### src/rtl/seq_pkg.sv
// seq_pkg: shared definitions for the Seq instruction sequencer and its
// fetch/run controller.
//   - Seq opcode constants (NO, CI, CR, JI, JR, JZ)
//   - 20-bit instruction field positions (code, dst, src)
//   - controller state encoding
//   - decode helper pulling the fields the controller needs
package seq_pkg;

  localparam int INST_W = 20;
  localparam int ADDR_W = 8;
  localparam int NDEV   = 8;
  localparam int CNT_W  = 16;

  // Opcodes
  localparam logic [3:0] OP_NO  = 4'd0;
  localparam logic [3:0] OP_CI  = 4'd1;
  localparam logic [3:0] OP_CR  = 4'd2;
  localparam logic [3:0] OP_JI  = 4'd3;
  localparam logic [3:0] OP_JR  = 4'd4;
  localparam logic [3:0] OP_JZ  = 4'd5;
  localparam logic [3:0] OP_MAX = OP_JZ;  // anything above is illegal

  // Field positions
  localparam int CODE_HI = 19;
  localparam int CODE_LO = 16;
  localparam int DST_HI  = 14;
  localparam int DST_LO  = 12;
  localparam int SRC_HI  = 1;
  localparam int SRC_LO  = 0;

  typedef enum logic [1:0] {
    ST_HALT  = 2'd0,
    ST_FETCH = 2'd1,
    ST_ISSUE = 2'd2,
    ST_FAULT = 2'd3
  } ctl_state_e;

  // Fields the controller inspects before issuing
  typedef struct packed {
    logic [3:0] code;
    logic [2:0] dst;
  } inst_dec_t;

  function automatic inst_dec_t decode(input logic [INST_W-1:0] inst);
    inst_dec_t d;
    d.code = inst[CODE_HI:CODE_LO];
    d.dst  = inst[DST_HI:DST_LO];
    return d;
  endfunction

endpackage

### src/rtl/seq_fetch_ctl_if.sv
// seq_fetch_ctl_if: ROM / Seq / device-busy bus around the fetch controller.
//   seq_next    : next address exported by Seq
//   rom_addr    : ROM address (controller drives = seq_next)
//   rom_en      : ROM read strobe, data valid the following cycle
//   rom_data    : ROM read data, held while rom_en is low
//   dev_busy    : per-device busy, bit d matches oreg_wen bit d
//   seq_inst    : instruction presented to Seq
//   seq_inst_en : one-cycle instruction valid to Seq
// master = controller side, slave = ROM/Seq/device side.
interface seq_fetch_ctl_if;
  import seq_pkg::*;

  logic [ADDR_W-1:0] seq_next;
  logic [ADDR_W-1:0] rom_addr;
  logic              rom_en;
  logic [INST_W-1:0] rom_data;
  logic [NDEV-1:0]   dev_busy;
  logic [INST_W-1:0] seq_inst;
  logic              seq_inst_en;

  modport master (
    input  seq_next, rom_data, dev_busy,
    output rom_addr, rom_en, seq_inst, seq_inst_en
  );

  modport slave (
    output seq_next, rom_data, dev_busy,
    input  rom_addr, rom_en, seq_inst, seq_inst_en
  );

endinterface

### src/rtl/seq_issue_gate.sv
// seq_issue_gate: combinational issue qualification for one fetched
// instruction.
//   code     : opcode field
//   dst      : destination device field
//   dev_busy : per-device busy
//   legal    : opcode is a defined Seq opcode
//   stall    : legal command (CI/CR) whose target device is busy
module seq_issue_gate
  import seq_pkg::*;
(
  input  logic [3:0]      code,
  input  logic [2:0]      dst,
  input  logic [NDEV-1:0] dev_busy,
  output logic            legal,
  output logic            stall
);

  logic is_cmd;

  assign legal  = (code <= OP_MAX);
  assign is_cmd = (code == OP_CI) || (code == OP_CR);
  // Only command instructions touch a device; jumps/NO never wait.
  assign stall  = legal && is_cmd && dev_busy[dst];

endmodule

### src/rtl/seq_fetch_ctl.sv
// seq_fetch_ctl: fetch/run controller for the Seq sequencer.
// Reads instructions from a synchronous ROM at Seq's next address, presents
// each one to Seq with a one-cycle enable, stalls commands whose device is
// busy, and offers host run/step/halt, a single address breakpoint, an
// issued-instruction counter and a sticky illegal-opcode fault.
// Ports:
//   clock, reset     : clock (rising edge), async active-low reset
//   cmd_run/step/halt: single-cycle host command pulses (halt > step > run)
//   bkpt_en/addr     : address breakpoint
//   bus              : ROM/Seq/busy bus (master side)
//   state            : HALT=0 FETCH=1 ISSUE=2 FAULT=3
//   halted, fault    : state decodes
//   icount           : issued-instruction count, wraps
module seq_fetch_ctl
  import seq_pkg::*;
(
  input  logic              clock,
  input  logic              reset,
  input  logic              cmd_run,
  input  logic              cmd_step,
  input  logic              cmd_halt,
  input  logic              bkpt_en,
  input  logic [ADDR_W-1:0] bkpt_addr,
  seq_fetch_ctl_if.master   bus,
  output logic [1:0]        state,
  output logic              halted,
  output logic              fault,
  output logic [CNT_W-1:0]  icount
);

  ctl_state_e       st_q, st_d;
  logic             step_mode_q, step_mode_d;
  logic             bkpt_skip_q, bkpt_skip_d;
  logic             halt_req_q, halt_req_d;
  logic [CNT_W-1:0] icount_q;

  inst_dec_t dec;
  logic      legal, stall;
  logic      issue, rom_en;
  logic      halt_pend, bkpt_hit;

  assign dec = decode(bus.rom_data);

  seq_issue_gate u_gate (
    .code     (dec.code),
    .dst      (dec.dst),
    .dev_busy (bus.dev_busy),
    .legal    (legal),
    .stall    (stall)
  );

  // A halt in the current cycle counts as pending immediately so that a
  // halt during ISSUE takes effect at that same instruction boundary.
  assign halt_pend = halt_req_q | cmd_halt;

  // bkpt_skip lets execution leave a breakpoint address it halted on.
  assign bkpt_hit = bkpt_en && (bus.seq_next == bkpt_addr) && !bkpt_skip_q;

  always_comb begin
    st_d        = st_q;
    step_mode_d = step_mode_q;
    bkpt_skip_d = bkpt_skip_q;
    halt_req_d  = halt_req_q;
    rom_en      = 1'b0;
    issue       = 1'b0;
    case (st_q)
      ST_HALT: begin
        halt_req_d = 1'b0;
        if (cmd_halt) begin
          st_d = ST_HALT;
        end else if (cmd_step) begin
          st_d        = ST_FETCH;
          step_mode_d = 1'b1;
          bkpt_skip_d = 1'b1;
        end else if (cmd_run) begin
          st_d        = ST_FETCH;
          step_mode_d = 1'b0;
          bkpt_skip_d = 1'b1;
        end
      end
      ST_FETCH: begin
        if (bkpt_hit || halt_pend) begin
          st_d       = ST_HALT;
          halt_req_d = 1'b0;
        end else begin
          rom_en      = 1'b1;
          st_d        = ST_ISSUE;
          bkpt_skip_d = 1'b0;
        end
      end
      ST_ISSUE: begin
        if (!legal) begin
          st_d       = ST_FAULT;
          halt_req_d = 1'b0;
        end else if (stall) begin
          // Aborting leaves seq_next untouched, so resume refetches it.
          if (halt_pend) begin
            st_d       = ST_HALT;
            halt_req_d = 1'b0;
          end else begin
            halt_req_d = halt_pend;
          end
        end else begin
          issue = 1'b1;
          if (step_mode_q || halt_pend) begin
            st_d       = ST_HALT;
            halt_req_d = 1'b0;
          end else begin
            st_d = ST_FETCH;
          end
        end
      end
      ST_FAULT: begin
        halt_req_d = 1'b0;
      end
      default: begin
        st_d = ST_HALT;
      end
    endcase
  end

  always_ff @(posedge clock or negedge reset) begin
    if (!reset) begin
      st_q        <= ST_HALT;
      step_mode_q <= 1'b0;
      bkpt_skip_q <= 1'b0;
      halt_req_q  <= 1'b0;
    end else begin
      st_q        <= st_d;
      step_mode_q <= step_mode_d;
      bkpt_skip_q <= bkpt_skip_d;
      halt_req_q  <= halt_req_d;
    end
  end

  always_ff @(posedge clock or negedge reset) begin
    if (!reset)     icount_q <= '0;
    else if (issue) icount_q <= icount_q + 1'b1;
  end

  // Outputs are decodes of registered state, so an async reset clears them
  // within the same cycle.
  assign bus.rom_addr    = bus.seq_next;
  assign bus.rom_en      = rom_en;
  assign bus.seq_inst    = (st_q == ST_ISSUE) ? bus.rom_data : '0;
  assign bus.seq_inst_en = issue;

  assign state  = st_q;
  assign halted = (st_q == ST_HALT);
  assign fault  = (st_q == ST_FAULT);
  assign icount = icount_q;

endmodule

### src/flat_wrapper.sv
// flat-port wrapper written by rule: the top's interface ports become plain ports
module seq_fetch_ctl_flat import seq_pkg::*;
  (clock, reset, cmd_run, cmd_step, cmd_halt, bkpt_en, bkpt_addr, state, halted, fault, icount, bus_seq_next, bus_rom_data, bus_dev_busy, bus_rom_addr, bus_rom_en, bus_seq_inst, bus_seq_inst_en);
  seq_fetch_ctl_if bus_i ();
  input  logic clock;
  input  logic reset;
  input  logic cmd_run;
  input  logic cmd_step;
  input  logic cmd_halt;
  input  logic bkpt_en;
  input  logic [ADDR_W-1:0] bkpt_addr;
  output logic [1:0] state;
  output logic halted;
  output logic fault;
  output logic [CNT_W-1:0] icount;
  input wire logic [$bits(bus_i.seq_next)-1:0] bus_seq_next;
  input wire logic [$bits(bus_i.rom_data)-1:0] bus_rom_data;
  input wire logic [$bits(bus_i.dev_busy)-1:0] bus_dev_busy;
  output wire logic [$bits(bus_i.rom_addr)-1:0] bus_rom_addr;
  output wire logic [$bits(bus_i.rom_en)-1:0] bus_rom_en;
  output wire logic [$bits(bus_i.seq_inst)-1:0] bus_seq_inst;
  output wire logic [$bits(bus_i.seq_inst_en)-1:0] bus_seq_inst_en;
  assign bus_i.seq_next = bus_seq_next;
  assign bus_i.rom_data = bus_rom_data;
  assign bus_i.dev_busy = bus_dev_busy;
  assign bus_rom_addr = bus_i.rom_addr;
  assign bus_rom_en = bus_i.rom_en;
  assign bus_seq_inst = bus_i.seq_inst;
  assign bus_seq_inst_en = bus_i.seq_inst_en;
  seq_fetch_ctl u_core (.clock(clock), .reset(reset), .cmd_run(cmd_run), .cmd_step(cmd_step), .cmd_halt(cmd_halt), .bkpt_en(bkpt_en), .bkpt_addr(bkpt_addr), .bus(bus_i), .state(state), .halted(halted), .fault(fault), .icount(icount));
endmodule
### config.mk
export PLATFORM = sky130hd
export DESIGN_NAME = seq_fetch_ctl_flat
export DESIGN_NICKNAME = d
export VERILOG_FILES = /design/src/rtl/seq_pkg.sv /design/src/rtl/seq_fetch_ctl_if.sv /design/src/rtl/seq_issue_gate.sv /design/src/rtl/seq_fetch_ctl.sv /design/src/flat_wrapper.sv
export SDC_FILE = /design/constraint.sdc
export NUM_CORES = 1
export LEC_CHECK = 0
export CAP_MARGIN = 40
export CORE_MARGIN = 2
export CORE_UTILIZATION = 32
export DETAILED_ROUTE_END_ITERATION = 10
export MAX_ROUTING_LAYER = met4
export PLACE_DENSITY = 0.75
export SYNTH_ARGS = -nofsm -noshare
export SYNTH_HDL_FRONTEND = slang
export SYNTH_SLANG_ARGS = --single-unit
### constraint.sdc
create_clock -name clock -period 1.6 [get_ports clock]
set_input_delay 0.16 -clock clock [delete_from_list [all_inputs] [get_ports clock]]
set_output_delay 0.16 -clock clock [all_outputs]
set_load 0.02 [all_outputs]
==> impl_metrics.csv <==
group,metric,value,unit
setup_path,crit_top_cell,"buf_6",
setup_path,path_class,"reg2reg",
worst_hold_path,hp-class,"in2async",
pwr,p_total,0.00235,W
global_routing,grt_pass1_wl,7000,µm
yosys,synth.avg_cell_area,9.07,µm²
detailed_routing,vias,1577,
setup_path,cp_num_cells,8,
detailed_routing,wirelength,4380,µm
timing,fin_crit,1.62,ns
placed_design,hpwlAfterDp,3300,µm
yosys,ys_seq_elements,20,
setup_path,crit_chain,"buf_6, inv_4, buf_6, ha_4, nor2b_4, a21oi_4, o21ai_4, mux2_4",
pwr,ir_drop,0.807,mV
die,pin_count,100,
finish,fin_area,2930,µm²
timing,finalCritPeriodShare,101,%
detailed_routing,ant_nets,0,
pwr,pwr-share-comb,56.9,%
finish,num_antenna_cells,0,
global_routing,overflow,0,
yosys,synth_fp_nets,215,
pwr,pwr-share-clk,15.7,%
global_routing,grtUsageTotal,17.2,%
setup_path,r2r_cells,8,
clocking,cts_root_buf,"clkbuf_8",
die,num_rows,24,
pwr,power_density,804,nW/µm²
finish,layout.cells.non_filler,341,
pwr,switching_share,34.7,%
die,fp.dieW,71.3,µm
clocking,hold_buffers,0,
setup_path,cpMaxStageDelayCell,"dfrtp_2",
finish,drive_gt1_share,37.4,%
clocking,clk_pin_slew,0.07,ns
timing,fin_worst_skew,0.00158,ns
global_routing,grt_pass1_vias,1568,
job,max_cap_viol_count,0,
setup_path,cp_slowest_stage_delay,0.42,ns
clocking,cts_made_buffers,3,
setup_path,arrival,1.76,ns
finish,final_util,67.2,%
detailed_routing,via_per_inst,4.62,
setup_path,path_max_fanout,4,
detailed_routing,dr.pass1.iters,4,
placed_design,routabilityCongestion,0.744,
yosys,synth.cell_area,1450,µm²
clocking,clk-insertion-delay-late,0.25,ns
finish,final_cell_mix,"48 x clkdlybuf4s50_1, 32 x buf_4, 22 x buf_2",
pwr,p_int,0.00153,W
yosys,yosys_warnings,0,
timing,final-hold-violation-count,0,
setup_path,end_kind,"flop",
timing,maxSlewViolCount,0,
detailed_routing,post_drt_wl_per_cell,12.8,µm
pwr,power_switching,0.000817,W
timing,setup_ws,-0.0209,ns
finish,layout-area-overhead-vs-synth,102,%
die,die_area,5090,µm²
setup_path,worst_ep_required_time,1.74,ns
timing,setup_viol,2,
placed_design,pre_cts_slack,-0.650,ns
outcome,status,"finished, violations left",
clocking,cts_buffer_depth,2,
finish,final_common_cell,"clkdlybuf4s50_1",
finish,nFillCells,356,
yosys,yosysSeqAreaShare,34.5,%
finish,fin_nets,345,
detailed_routing,drc_errors,0,
placed_design,port_buffers,99,
die,die_h,71.3,µm
outcome,violations,"setup timing",
timing,slew_headroom,64.6,%
yosys,syn-instance-count,160,
pwr,p_leak,1.46,nW
yosys,ys_types,29,
detailed_routing,drt_iter0_markers,17,
clocking,htree_levels,1,
global_routing,antenna_found_initial,0,
global_routing,grt_max_degree,14,
setup_path,start_kind,"flop",
placed_design,dp_cells,326,
placed_design,post_dp_cell_area,2680,µm²
die,initial_core_util,33.3,%
timing,rsz0062_at_grt,"true",
timing,worst_slew_pin_slew,0.529,ns
setup_path,cp_num_buf_inv,3,
pwr,seqPwrFrac,27.4,%
clocking,cts_tree,"done",
die,coreArea,4350,µm²
clocking,cts.sinks,20,
timing,max_freq,617,MHz
setup_path,crit_family,"flip-flops",
## layer usage
| metal | routed length [µm] | track usage (%) |
|---|---|---|
| met5 | 0 | - |
| met4 | 21 | 1.89 |
| met3 | 257 | 3.80 |
| met2 | 2390 | 31.8 |
| met1 | 1710 | 19.5 |
## state kept, by name, summed over array words and instances, names as in the netlist
register,cells
u_core.icount,16
u_core.step_mode_q,1
u_core.bkpt_skip_q,1
u_core.state,2
## through the flow
stage	setup TNS [ns]	hold WS [ns]
floorplan	-0.100	-0.136
global placement	-11.48	0.453
detailed placement	-12.22	0.455
CTS	-0.102	0.177
global route	-0.382	0.200
finish	-0.0383	0.177
## synthesized netlist by cell type
cell type | n | area (µm²)
and2_1 | 21 | 131
dfrtp_1 | 20 | 500
xor2_1 | 13 | 114
xnor2_1 | 11 | 96.3
buf_4 | 10 | 75.1
inv_1 | 9 | 33.8
nand2_1 | 8 | 30.0
nor3_1 | 8 | 40.0
nor2b_1 | 7 | 43.8
nor2_1 | 6 | 22.5
a21oi_1 | 5 | 25.0
ha_1 | 5 | 62.6
nor4_1 | 5 | 31.3
o21ai_0 | 4 | 20.0
mux2i_1 | 3 | 30.0
nand3_1 | 3 | 15.0
nand4_1 | 3 | 18.8
a21o_1 | 2 | 15.0
a22o_1 | 2 | 17.5
and3_1 | 2 | 12.5
clkbuf_1 | 2 | 7.51
mux2_2 | 2 | 22.5
nand2b_1 | 2 | 12.5
or3_1 | 2 | 12.5
a32o_1 | 1 | 10.0
mux2_4 | 1 | 15.0
nor3b_1 | 1 | 7.51
o311ai_2 | 1 | 16.3
o31ai_2 | 1 | 12.5
## power groups by stage
| stage | clock (W) | combinational (W) | sequential, W |
|---|---|---|---|
| after floorplan | 0 | 0.000545 | 0.000705 |
| after global placement | 0 | 0.00123 | 0.000654 |
| after detailed placement | 0 | 0.00124 | 0.000653 |
| after CTS | 0.000380 | 0.00128 | 0.000647 |
| after global routing | 0.000412 | 0.00144 | 0.000657 |
| final | 0.000368 | 0.00134 | 0.000645 |
## worst reg2reg max path: stages, from the launching register on
cell     delay (ns)
dfrtp_2        0.42
buf_6          0.12
inv_4          0.03
buf_6          0.10
ha_4           0.15
nor2b_4        0.13
a21oi_4        0.16
o21ai_4        0.09
mux2_4         0.30
## timing repair
item | CTS | global route
pin swaps | 17 | 23
gates resized for setup | 144 | 37
gates cloned | 1 | 0
setup endpoints to repair | 42 | 24
setup buffers | 5 | 7
## area by class of cell
cell class | count | area (µm²) | area share [%]
timing repair buffer | 137 | 1170 | 40.0
multi-input combinational | 119 | 1090 | 37.4
sequential | 20 | 503 | 17.2
tap | 52 | 65.1 | 2.22
clock buffer | 4 | 55.1 | 1.88
inverter | 9 | 36.3 | 1.24
## kinds of logic after synthesis
| logic type | count (synthesis) | share of synthesized area [%] |
|---|---|---|
| flops | 20 | 34.5 |
| mux | 6 | 4.65 |
| compound gates | 16 | 8.02 |
| xor+xnor | 24 | 14.5 |
| buf+inv | 21 | 8.02 |
| fa+ha+maj | 5 | 4.31 |
| simple gates | 68 | 26.0 |
## path summary, 6_finish.rpt
path,start,to,slack (ns)
max,u_core.state[1]$_DFFE_PN0P_,u_core.state[1]$_DFFE_PN0P_,-0.02
min,reset,u_core.icount[13]$_DFFE_PN0P_,0.18
max reg2reg,u_core.state[1]$_DFFE_PN0P_,u_core.state[1]$_DFFE_PN0P_,-0.02
min reg2reg,u_core.icount[15]$_DFFE_PN0P_,u_core.icount[15]$_DFFE_PN0P_,0.48
max in group asynchronous,reset,u_core.icount[4]$_DFFE_PN0P_,0.99
min in group clock,u_core.icount[15]$_DFFE_PN0P_,u_core.icount[15]$_DFFE_PN0P_,0.48
No activity file was read; power rests on OpenSTA's default activity.
